[config.mk]
export PLATFORM = sky130hd
export DESIGN_NAME = mod6_sequence_monitor
export DESIGN_NICKNAME = d
export VERILOG_FILES = /design/src/rtl/mod6_pkg.sv /design/src/rtl/mod6_next_value.sv /design/src/rtl/mod6_sequence_monitor.sv
export SDC_FILE = /design/constraint.sdc
export NUM_CORES = 1
export LEC_CHECK = 0
export BUFFER_PORTS_ARGS = -buffer_cell sky130_fd_sc_hd__clkbuf_2
export CAP_MARGIN = 5
export CORE_AREA = 2 2 65 67
export CTS_BUF_LIST = sky130_fd_sc_hd__clkbuf_2
export DETAILED_ROUTE_END_ITERATION = 8
export DIE_AREA = 0 0 67 69
export PLACE_DENSITY_LB_ADDON = 0.2
export SYNTH_ARGS = -nofsm -noshare
export SYNTH_HDL_FRONTEND = slang
export SYNTH_SLANG_ARGS = --single-unit
[constraint.sdc]
create_clock -name clk -period 2.5 [get_ports clk]
set_input_delay 0.125 -clock clk [delete_from_list [all_inputs] [get_ports clk]]
set_output_delay 0.125 -clock clk [all_outputs]
set_load 0.02 [all_outputs]
[src/rtl/mod6_pkg.sv]
// Shared constants and types for the modulo-6 counter and its sequence monitor.
package mod6_pkg;
   localparam int         MOD6_W    = 3;
   localparam logic [2:0] MOD6_LAST = 3'd5;

   typedef enum logic [1:0] {
      IDLE   = 2'd0,
      ACQ    = 2'd1,
      LOCKED = 2'd2
   } mon_state_t;
endpackage

[src/rtl/mod6_next_value.sv]
// Modulo-6 successor and legality of a 3-bit count; shared with the counter itself.
module mod6_next_value
   import mod6_pkg::*;
(
   input  logic [MOD6_W-1:0] q,
   input  logic              en,
   output logic [MOD6_W-1:0] next,
   output logic              legal
);

   always_comb begin
      legal = (q <= MOD6_LAST);
      if (!en)
         next = q;
      else if (q >= MOD6_LAST)
         next = '0;
      else
         next = q + 3'd1;
   end

endmodule

[src/rtl/mod6_sequence_monitor.sv]
// Passive checker on a modulo-6 counter: tracks lock, flags sequence errors and
// counts wraps. All outputs come straight from registers.
module mod6_sequence_monitor
   import mod6_pkg::*;
#(
   parameter int LOCK_LEN = 3,
   parameter int CNT_W    = 8
) (
   input  logic             clk,
   input  logic             reset_n,
   input  logic             clr,
   input  logic             en,
   input  logic             q0,
   input  logic             q1,
   input  logic             q2,
   output logic             locked,
   output logic             err,
   output logic             wrap,
   output logic [CNT_W-1:0] err_count,
   output logic [CNT_W-1:0] wrap_count
);

   localparam logic [3:0] LOCK_RUN = 4'(LOCK_LEN);

   logic [MOD6_W-1:0] q_cur, q_nxt;
   logic              q_legal;

   mon_state_t        state_q, state_d;
   logic [3:0]        run_q, run_d;
   logic [MOD6_W-1:0] prev_val_q, exp_q;
   logic              prev_en_q;
   logic              err_q, err_d, wrap_q, wrap_d, locked_q;
   logic [CNT_W-1:0]  err_cnt_q, err_cnt_d, wrap_cnt_q, wrap_cnt_d;
   logic              match;

   assign q_cur = {q2, q1, q0};

   // Successor of the current sample is captured as the expectation for the next edge.
   mod6_next_value u_next (
      .q     (q_cur),
      .en    (en),
      .next  (q_nxt),
      .legal (q_legal)
   );

   assign match = (q_cur == exp_q);

   always_ff @(posedge clk or negedge reset_n) begin
      if (!reset_n) begin
         state_q    <= IDLE;
         run_q      <= '0;
         prev_val_q <= '0;
         prev_en_q  <= 1'b0;
         exp_q      <= '0;
         locked_q   <= 1'b0;
         err_q      <= 1'b0;
         wrap_q     <= 1'b0;
         err_cnt_q  <= '0;
         wrap_cnt_q <= '0;
      end else begin
         state_q <= state_d;
         run_q   <= run_d;
         if (q_legal) begin
            prev_val_q <= q_cur;
            prev_en_q  <= en;
            exp_q      <= q_nxt;
         end
         locked_q   <= (state_d == LOCKED);
         err_q      <= err_d;
         wrap_q     <= wrap_d;
         err_cnt_q  <= err_cnt_d;
         wrap_cnt_q <= wrap_cnt_d;
      end
   end

   always_comb begin
      state_d = state_q;
      run_d   = run_q;
      unique case (state_q)
         IDLE: begin
            if (q_legal) begin
               state_d = ACQ;
               run_d   = '0;
            end
         end
         ACQ: begin
            if (!q_legal) begin
               state_d = IDLE;
               run_d   = '0;
            end else if (match) begin
               run_d = run_q + 4'd1;
               if (run_d == LOCK_RUN) state_d = LOCKED;
            end else begin
               run_d = '0;
            end
         end
         LOCKED: begin
            if (!q_legal) begin
               state_d = IDLE;
               run_d   = '0;
            end else if (!match) begin
               state_d = ACQ;
               run_d   = '0;
            end
         end
         default: begin
            state_d = IDLE;
            run_d   = '0;
         end
      endcase
   end

   // Errors are only reported once a sample has been loaded; IDLE ignores junk.
   always_comb begin
      err_d  = q_legal ? (state_q == LOCKED && !match) : (state_q != IDLE);
      wrap_d = (state_q == LOCKED) && q_legal && match && prev_en_q &&
               (prev_val_q == MOD6_LAST) && (q_cur == '0);

      if (clr)
         err_cnt_d = '0;
      else if (err_d && (err_cnt_q != '1))
         err_cnt_d = err_cnt_q + 1'b1;
      else
         err_cnt_d = err_cnt_q;

      if (clr)
         wrap_cnt_d = '0;
      else if (wrap_d)
         wrap_cnt_d = wrap_cnt_q + 1'b1;
      else
         wrap_cnt_d = wrap_cnt_q;
   end

   assign locked     = locked_q;
   assign err        = err_q;
   assign wrap       = wrap_q;
   assign err_count  = err_cnt_q;
   assign wrap_count = wrap_cnt_q;

endmodule

Word-level counts from Yosys, hierarchy flattened. Index checks and enable logic that the tools add are counted.

Flip-flop bits (word level): 32. Bits of input ports: 7. Output and inout bits: 19. Word-level logic and storage cells: 59.

$add $sub $neg: 4. Order comparisons: 2. Equality and inequality tests: 9. Mux-type cells: 20. Reduce and logical (&&, ||, !) cells: 14.

Operator list (count): 2-to-1 mux 8 bit (4); 2-to-1 mux 4 bit (5); adder 8 x 1 -> 8 bit (second input constant) (2); 2-to-1 mux 2 bit (6); one-hot mux 4 bit (3 select lines) (1); inequality test 8 bit (second input constant) (1); logical AND 1 bit (7); 2-to-1 mux 3 bit (2); one-hot mux 2 bit (3 select lines) (1); nonzero test 2 bit (3); adder 4 x 1 -> 4 bit (second input constant) (1); equality test 2 bit (second input constant) (2); equality test 4 x 2 -> 1 bit (second input constant) (1); adder 3 x 1 -> 3 bit (second input constant) (1); equality test 3 bit (1); equality test 3 bit (second input constant) (1); greater-or-equal comparator 3 bit (second input constant) (1); <= comparator 3 bit (second input constant) (1); logical NOT 3 bit (1); inequality test 3 bit (second input constant) (1); equality test 2 x 1 -> 1 bit (second input constant) (1); logical NOT 2 bit (1); inequality test 2 bit (second input constant) (1); AND reduction 2 bit (1); 2 further kinds (2).

Longest topological paths before layout. Gate-level depths: netlist (run 1).

Depth in word-level cells: 8. Gate-level depth with buffers: 7. Gate-level depth less buffers: 6.

Hierarchy. A second synthesis (run 1) with hierarchy kept.

Cells, all modules: 191. Area total of the unflattened synthesis: 1861.8 um2.

Modules (own cells, without submodules): mod6_sequence_monitor (instances 1, cells each 176, area an instance 1751.7 um2, sequential area each 800.8 um2); mod6_next_value (instances 1, cells each 15, area an instance 110.1 um2, sequential area each 0.0 um2).

Least setup slack after synthesis (run 1). Ideal clock, no wire load.

Kind: flip-flop to flip-flop. Start point: register err_cnt_q[0] (netlist: err_count[0]). End point: register err_cnt_q[7] (netlist: err_count[7]). Setup time: 125 ps. Arrival time: 2007 ps. Required time: 2375 ps. Slack: 368 ps. Stages on the path, launching flop included: 6. Buffers on the path: 0. Clock period less this slack: 2132 ps. Cells stage by stage: dfrtp_1 > ha_1 > nand4_1 > or4b_2 > nor4_1 > mux2_2.

Longest elaborated chain between the ends: 3. Elaborated cells on any way between the ends: 6. Those cells by class: add/sub (1); eq/ne (1); mux (2); reduce/logical (2).

Ends and longest elaborated chain: from (decl) (line mod6_sequence_monitor.sv:33) `logic [CNT_W-1:0] err_cnt_q, err_cnt_d, wrap_cnt_q, wrap_cnt_d;`; from (signal assigned) (line mod6_sequence_monitor.sv:71) `err_cnt_q <= err_cnt_d;`; adder 8 x 1 -> 8 bit or inequality test 8 bit (tied branches) (line mod6_sequence_monitor.sv:122, mod6_sequence_monitor.sv:121); 2-to-1 mux 8 bit or logical AND 1 bit (tied branches) (line mod6_sequence_monitor.sv:121) `else if (err_d && (err_cnt_q != '1))`; 2-to-1 mux 8 bit or nonzero test 2 bit (tied branches).

Parallel ways exist; a longest one is shown, timed or not. The select of a mux whose other input is x is not followed. A chain may end at the register's enable or synchronous reset.

Worst setup path after layout (run 1). Ends and elaborated chain as after synthesis.

==> results.yml, run 1 <==
clocking:
  cts_tree: "done"
  htreeDepth: 2
  clk_pin_slew_ns: 0.16
  cts_buffers: 5
  clockBufferDepth: 2
  cts_sinks: 32
  cts_root_buf: "clkbuf_2"
  clock_latency_ns: 0.37
  ctsResizeCount: 0
pwr:
  switchingPower_mw: 0.291
  clockPowerShare: 0.259
  comb_power_share: 0.160
  p_leak_nw: 0.967
  powerDensity_nw_per_um2: 449
  p_sw_frac: 0.304
  ir_drop_uv: 277
  internal_power_mw: 0.667
  pwr-share-seq: 0.581
worst_setup_path:
  cp-end-kind: "register"
  r2r-end: "err_count[7]$_DFFE_PN0P_"
  cp_num_buf_inv: 0
  cp_slowest_cell: "or4b_2"
  r2r_cells: 5
  r2r_slack_ns: 0.30
  startpoint_type: "register"
  cp_max_fo: 7
  path_delay_family: "simple AND/OR/NAND/NOR gates"
  max_stage_delay_ns: 0.61
  worst_ep_required_time_ns: 2.78
  crit_start: "err_count[0]$_DFFE_PN0P_"
  reg2reg_from: "err_count[0]$_DFFE_PN0P_"
  endpoint: "err_count[7]$_DFFE_PN0P_"
  path_depth: 5
  crit_type: "register to register"
  crit_chain: "ha_1 > nand4_1 > or4b_2 > nor4_1 > mux2_2"
  arrival_ns: 2.48
synth:
  synth_area_leaders: "dfrtp_1 (42%), mux2_2 (5.3%), ha_1 (4.6%)"
  avgSynthCellArea_um2: 9.55
  synth-seq-cells: 32
  async_flop_share: 1.00
  ys.flop_type: "dfrtp_1"
  ys_warn_count: 0
  syn_area_um2: 1910
  ys_types: 44
  syn-instance-count: 200
  synth_edf_count: 0
  ys_seq_area_frac: 0.419
  netlist.area_leader.share: 0.419
  synth_fp_nets: 214
  synth_top_area_cell: "dfrtp_1"
placed_design:
  place_congestion: 0.757
  io_buffers: 25
  place_hpwl_um: 2710
timing:
  holdWs_ns: 0.0319
  setup-tns-final_ns: 0
  rsz0062_at_grt: "false"
  max_freq_mhz: 454
  layout_worst_path_cycle_share: 0.880
  maxSlewViolCount: 0
  slew_headroom: 0.468
  finalSetupViolations: 0
  hold_viol: 0
  fin_crit_ns: 2.20
  skew_ns: 0.0223
  tightest_slew_ns: 0.798
min_path:
  hold_class: "input pin to register"
global_route:
  grt_pass1_vias: 1426
  grt_pass1_wl_um: 6560
  grt_max_degree: 33
  antenna_found_initial: 0
  grt.total_usage: 0.179
  grt_overflow: 0
layout:
  fin_util: 0.544
  syn_to_final_growth_pct: 11.5
  nets: 242
  drive_gt1_frac: 0.223
  antennaDiodeCount: 0
  num-fill-cells: 387
die:
  initial_core_util: 0.488
  dieWidth_um: 67
  io_pins: 26
  fp.dieH_um: 69
  die_area_um2: 4620
  core_um2: 3910
  rows: 23
status:
  status: "finished clean"
drt:
  via_count: 1559
  ant_nets: 0
  drc_errors: 0
  via_per_inst: 5.59
  routed_wl_um: 3760
  dr.pass1.iters: 6
  drtIter0Drc: 160
  wl_per_cell_um: 13.5
run:
  cap_violations: 0
## how the worst min path moves through the flow
stage	start	endpoint	slack, ns	cells after the start
global route	en	exp_q[0]$_DFFE_PN0N_	0.02	2
global placement	reset_n	wrap_count[7]$_DFFE_PN0P_	0.26	1
floorplan	reset_n	err$_DFF_PN0_	-0.17	0
finish	en	exp_q[0]$_DFFE_PN0N_	0.03	2
CTS	en	exp_q[0]$_DFFE_PN0N_	0.008	2
detailed placement	reset_n	wrap_count[7]$_DFFE_PN0P_	0.26	1
## worst register-to-register path, delay by kind of cell, from the launching register on
kind	cells	cell delay [ns]
muxes	1	0.37
adders and majority gates	1	0.27
DFF	1	0.47
and+or+nand+nor	3	1.01
## registers in the layout (all words and copies together), names as in the netlist, 2 cells and up
name / count
err_count: 8
exp_q: 3
prev_val_q: 3
run_q: 4
state_q: 2
wrap_count: 8
## logic make-up after synthesis
logic type,after synthesis,share of synthesized area
flops,32,0.419
xor+xnor,5,0.0269
buf+inv,21,0.0498
compound gates,45,0.173
mux,11,0.0642
simple gates,79,0.221
fa+ha+maj,7,0.0458
## per-layer routing
layer	global-route usage	wire length, um
met1	0.256	1860
met2	0.267	1690
met3	0.0489	164
met4	0.0476	42
met5	0	0
## power by group through the flow
stage	Clock (mW)	Sequential, mW	Combinational [mW]
floorplan	0	0.568	0.103
detailed placement	0	0.567	0.153
global route	0.279	0.560	0.174
CTS	0.257	0.557	0.155
finish	0.248	0.557	0.153
global placement	0	0.565	0.152
## cell type report
class | count | area, um^2 | area share
clock buffers | 7 | 35.0 | 0.0164
clock inverters | 1 | 3.75 | 0.00176
inverters | 11 | 41.3 | 0.0194
multi-input cells | 147 | 1010 | 0.476
flip-flops and latches | 32 | 801 | 0.376
well taps | 50 | 62.6 | 0.0294
repair buffers | 31 | 173 | 0.0810
## synth_stat cells, types with 6 or more instances
library cell and instances:
inv_1 11, o21ai_0 10, o31ai_1 6, clkbuf_1 7, nor2_1 20, nand2_1 10
a21oi_1 9, nor4_1 6, dfrtp_1 32, mux2_2 9, nand3_1 9, ha_1 7
nor2b_1 10
## timing repair
item                                   CTS  global route
buffers inserted                         0             0
endpoints found under the hold margin   32             0
hold buffers                             1             0
## layout by cell type (no fill, tap or decap), types with 2 or more instances in the layout
master and instances:
o21ai_0 10, xor2_1 2, nand2_1 10, o31ai_1 6
ha_1 7, dfrtp_1 32, nand3_1 9, buf_4 5
inv_1 11, a32oi_1 3, a211oi_1 3, nand4_1 3
xnor2_1 2, nor2b_1 10, nor3_1 3, nor4_1 6
or4_1 2, nand2b_1 4, clkbuf_2 32, a221o_1 2
a21oi_1 9, o2bb2ai_1 2, and3_1 4, or3_1 4
mux2_2 9, nor2_1 20
## through the flow
stage	std cells	area (um^2)	power, mW	worst slack, ns
6_report	279	2130	0.958	0.300
5_1_grt	279	2130	1.01	0.178
4_1_cts	279	2130	0.969	0.297
3_5_place_dp	270	2080	0.720	0.334
3_3_place_gp	270	2080	0.717	0.377
2_1_floorplan	200	1910	0.672	0.368
No activity file was read; power rests on OpenSTA's default activity.
==> inputs of run 2 (changes only) <==
--- a/config.mk
+++ b/config.mk
@@ -5,12 +5,14 @@
 export SDC_FILE = /design/constraint.sdc
 export NUM_CORES = 1
 export LEC_CHECK = 0
+export ABC_AREA = 0
 export BUFFER_PORTS_ARGS = -buffer_cell sky130_fd_sc_hd__clkbuf_2
 export CAP_MARGIN = 5
-export CORE_AREA = 2 2 65 67
+export CORE_AREA = 2 2 73 75
 export CTS_BUF_LIST = sky130_fd_sc_hd__clkbuf_2
 export DETAILED_ROUTE_END_ITERATION = 8
-export DIE_AREA = 0 0 67 69
+export DIE_AREA = 0 0 75 77
+export GPL_ROUTABILITY_DRIVEN = 0
 export PLACE_DENSITY_LB_ADDON = 0.2
 export SYNTH_ARGS = -nofsm -noshare
 export SYNTH_HDL_FRONTEND = slang
==> results.yml, run 2 (synthesized netlist as in run 1, its figures left out) <==
timing:
  fin_crit_ns: 2.17
  skew_ns: 0.0323
  setup-tns-final_ns: 0
  finalSetupViolations: 0
  layout_worst_path_cycle_share: 0.867
  slew_headroom: 0.456
  max_freq_mhz: 462
  maxSlewViolCount: 0
  tightest_slew_ns: 0.816
  rsz0062_at_grt: "false"
  hold_viol: 0
worst_setup_path:
  cp_max_fo: 7
  max_stage_delay_ns: 0.60
  path_delay_family: "simple AND/OR/NAND/NOR gates"
  cp_slowest_cell: "or4b_2"
  cp-end-kind: "register"
  cp_num_buf_inv: 0
  crit_type: "register to register"
  worst_ep_required_time_ns: 2.80
  startpoint_type: "register"
  crit_chain: "ha_1 > nand4_1 > or4b_2 > nor4_1 > mux2_2"
  arrival_ns: 2.47
layout:
  antennaDiodeCount: 0
  nets: 240
  fin_util: 0.435
  syn_to_final_growth_pct: 13.4
  final_common_cell: "dfrtp_1"
  finalInstanceArea_um2: 2170
  drive_gt1_frac: 0.220
  final_cell_mix: "dfrtp_1 (32), clkbuf_2 (31), nor2_1 (20)"
global_route:
  grt_max_degree: 33
  antenna_found_initial: 0
  grt_pass1_wl_um: 6830
  grt_pass1_vias: 1484
  grt.total_usage: 0.151
  grt_overflow: 0
drt:
  routed_wl_um: 3920
  via_per_inst: 5.25
  drtIter0Drc: 96
  dr.pass1.iters: 4
  drc_errors: 0
  ant_nets: 0
  via_count: 1558
  wl_per_cell_um: 13.2
clocking:
  cts_tree: "done"
  clockBufferDepth: 2
  clock_latency_ns: 0.39
  htreeDepth: 2
  postCtsSetupBuffers: 0
  cts_sinks: 32
  cts_buffers: 5
  cts_root_buf: "clkbuf_2"
  clk_pin_slew_ns: 0.19
die:
  dieWidth_um: 75
  io_pins: 26
  fp.dieH_um: 77
  rows: 26
  core_um2: 4980
  initial_core_util: 0.384
  die_area_um2: 5780
placed_design:
  placed_area_um2: 2090
  place_hpwl_um: 2810
  io_buffers: 25
pwr:
  p_leak_nw: 0.968
  ir_drop_uv: 191
  powerDensity_nw_per_um2: 493
run:
  cap_violations: 0
status:
  status: "finished clean"
min_path:
  hold_class: "input pin to register"
run 2: cell count changes in the layout (fill, tap and decap cells not counted):
cell	previous run	this run
buf_4	5	3
bufinv_16	0	1
clkbuf_2	32	31
clkinv_1	1	0
clkinv_2	0	1
run 2: cell type report:
class	instances	area, um^2
multi-input combinational	147	1010
timing repair buffer	29	158
clock buffer	6	30.0
sequential	32	801
tap	70	87.6
fill	501	2810
clock inverter	2	35.0
inverter	11	41.3
run 2: final timing paths:
check	cells past startpoint	end	slack (ns)	startpoint
setup / recovery	5	err_count[7]$_DFFE_PN0P_	0.33	err_count[0]$_DFFE_PN0P_
hold / removal	3	exp_q[2]$_DFFE_PN0N_	0.03	en
setup reg to reg	5	err_count[7]$_DFFE_PN0P_	0.33	err_count[0]$_DFFE_PN0P_
hold reg to reg	2	prev_val_q[0]$_DFFE_PN0N_	0.51	prev_val_q[0]$_DFFE_PN0N_
max in group asynchronous	2	run_q[2]$_DFFE_PN0P_	1.62	reset_n
min in group asynchronous	2	err_count[3]$_DFFE_PN0P_	0.33	reset_n
run 2: per-layer routing:
layer	vias up	part of all wire	global-route usage	routed length [um]
li1	782	-	-	-
met1	742	0.49	0.209	1930
met2	29	0.45	0.225	1750
met3	5	0.044	0.0394	174
met4	0	0.014	0.0482	54
met5	-	0	0	0
run 2: per-stage QoR:
stage / setup slack (ns) / hold WS, ns / power, mW / std cells
2_1_floorplan: 0.368 / -0.171 / 0.672 / 200
3_3_place_gp: 0.378 / 0.267 / 0.715 / 288
3_5_place_dp: 0.363 / 0.264 / 0.718 / 288
4_1_cts: 0.329 / 0.0159 / 1.09 / 297
5_1_grt: 0.153 / 0.0280 / 1.13 / 297
6_report: 0.334 / 0.0264 / 1.07 / 297
run 2: what timing repair did:
item | 4_1_cts | 5_1_grt
hold endpoints to repair | 32 | 0
gates resized for setup | 0 | 0
hold buffers | 1 | 0
run 2: report_power, final:
part           leakage (nW)  switching (mW)  total [mW]  internal (mW)
clock network        0.0430           0.189       0.361          0.172
logic                 0.497          0.0994       0.150         0.0510
registers             0.429          0.0187       0.557          0.538
total                 0.968           0.307        1.07          0.761
run 2: worst min-delay path: cells and delay by family:
| kind | cells | cell delay [ns] |
|---|---|---|
| buffers and inverters | 1 | 0.14 |
| AND/OR/NAND/NOR | 1 | 0.07 |
| AO/OA/AOI/OAI | 1 | 0.06 |
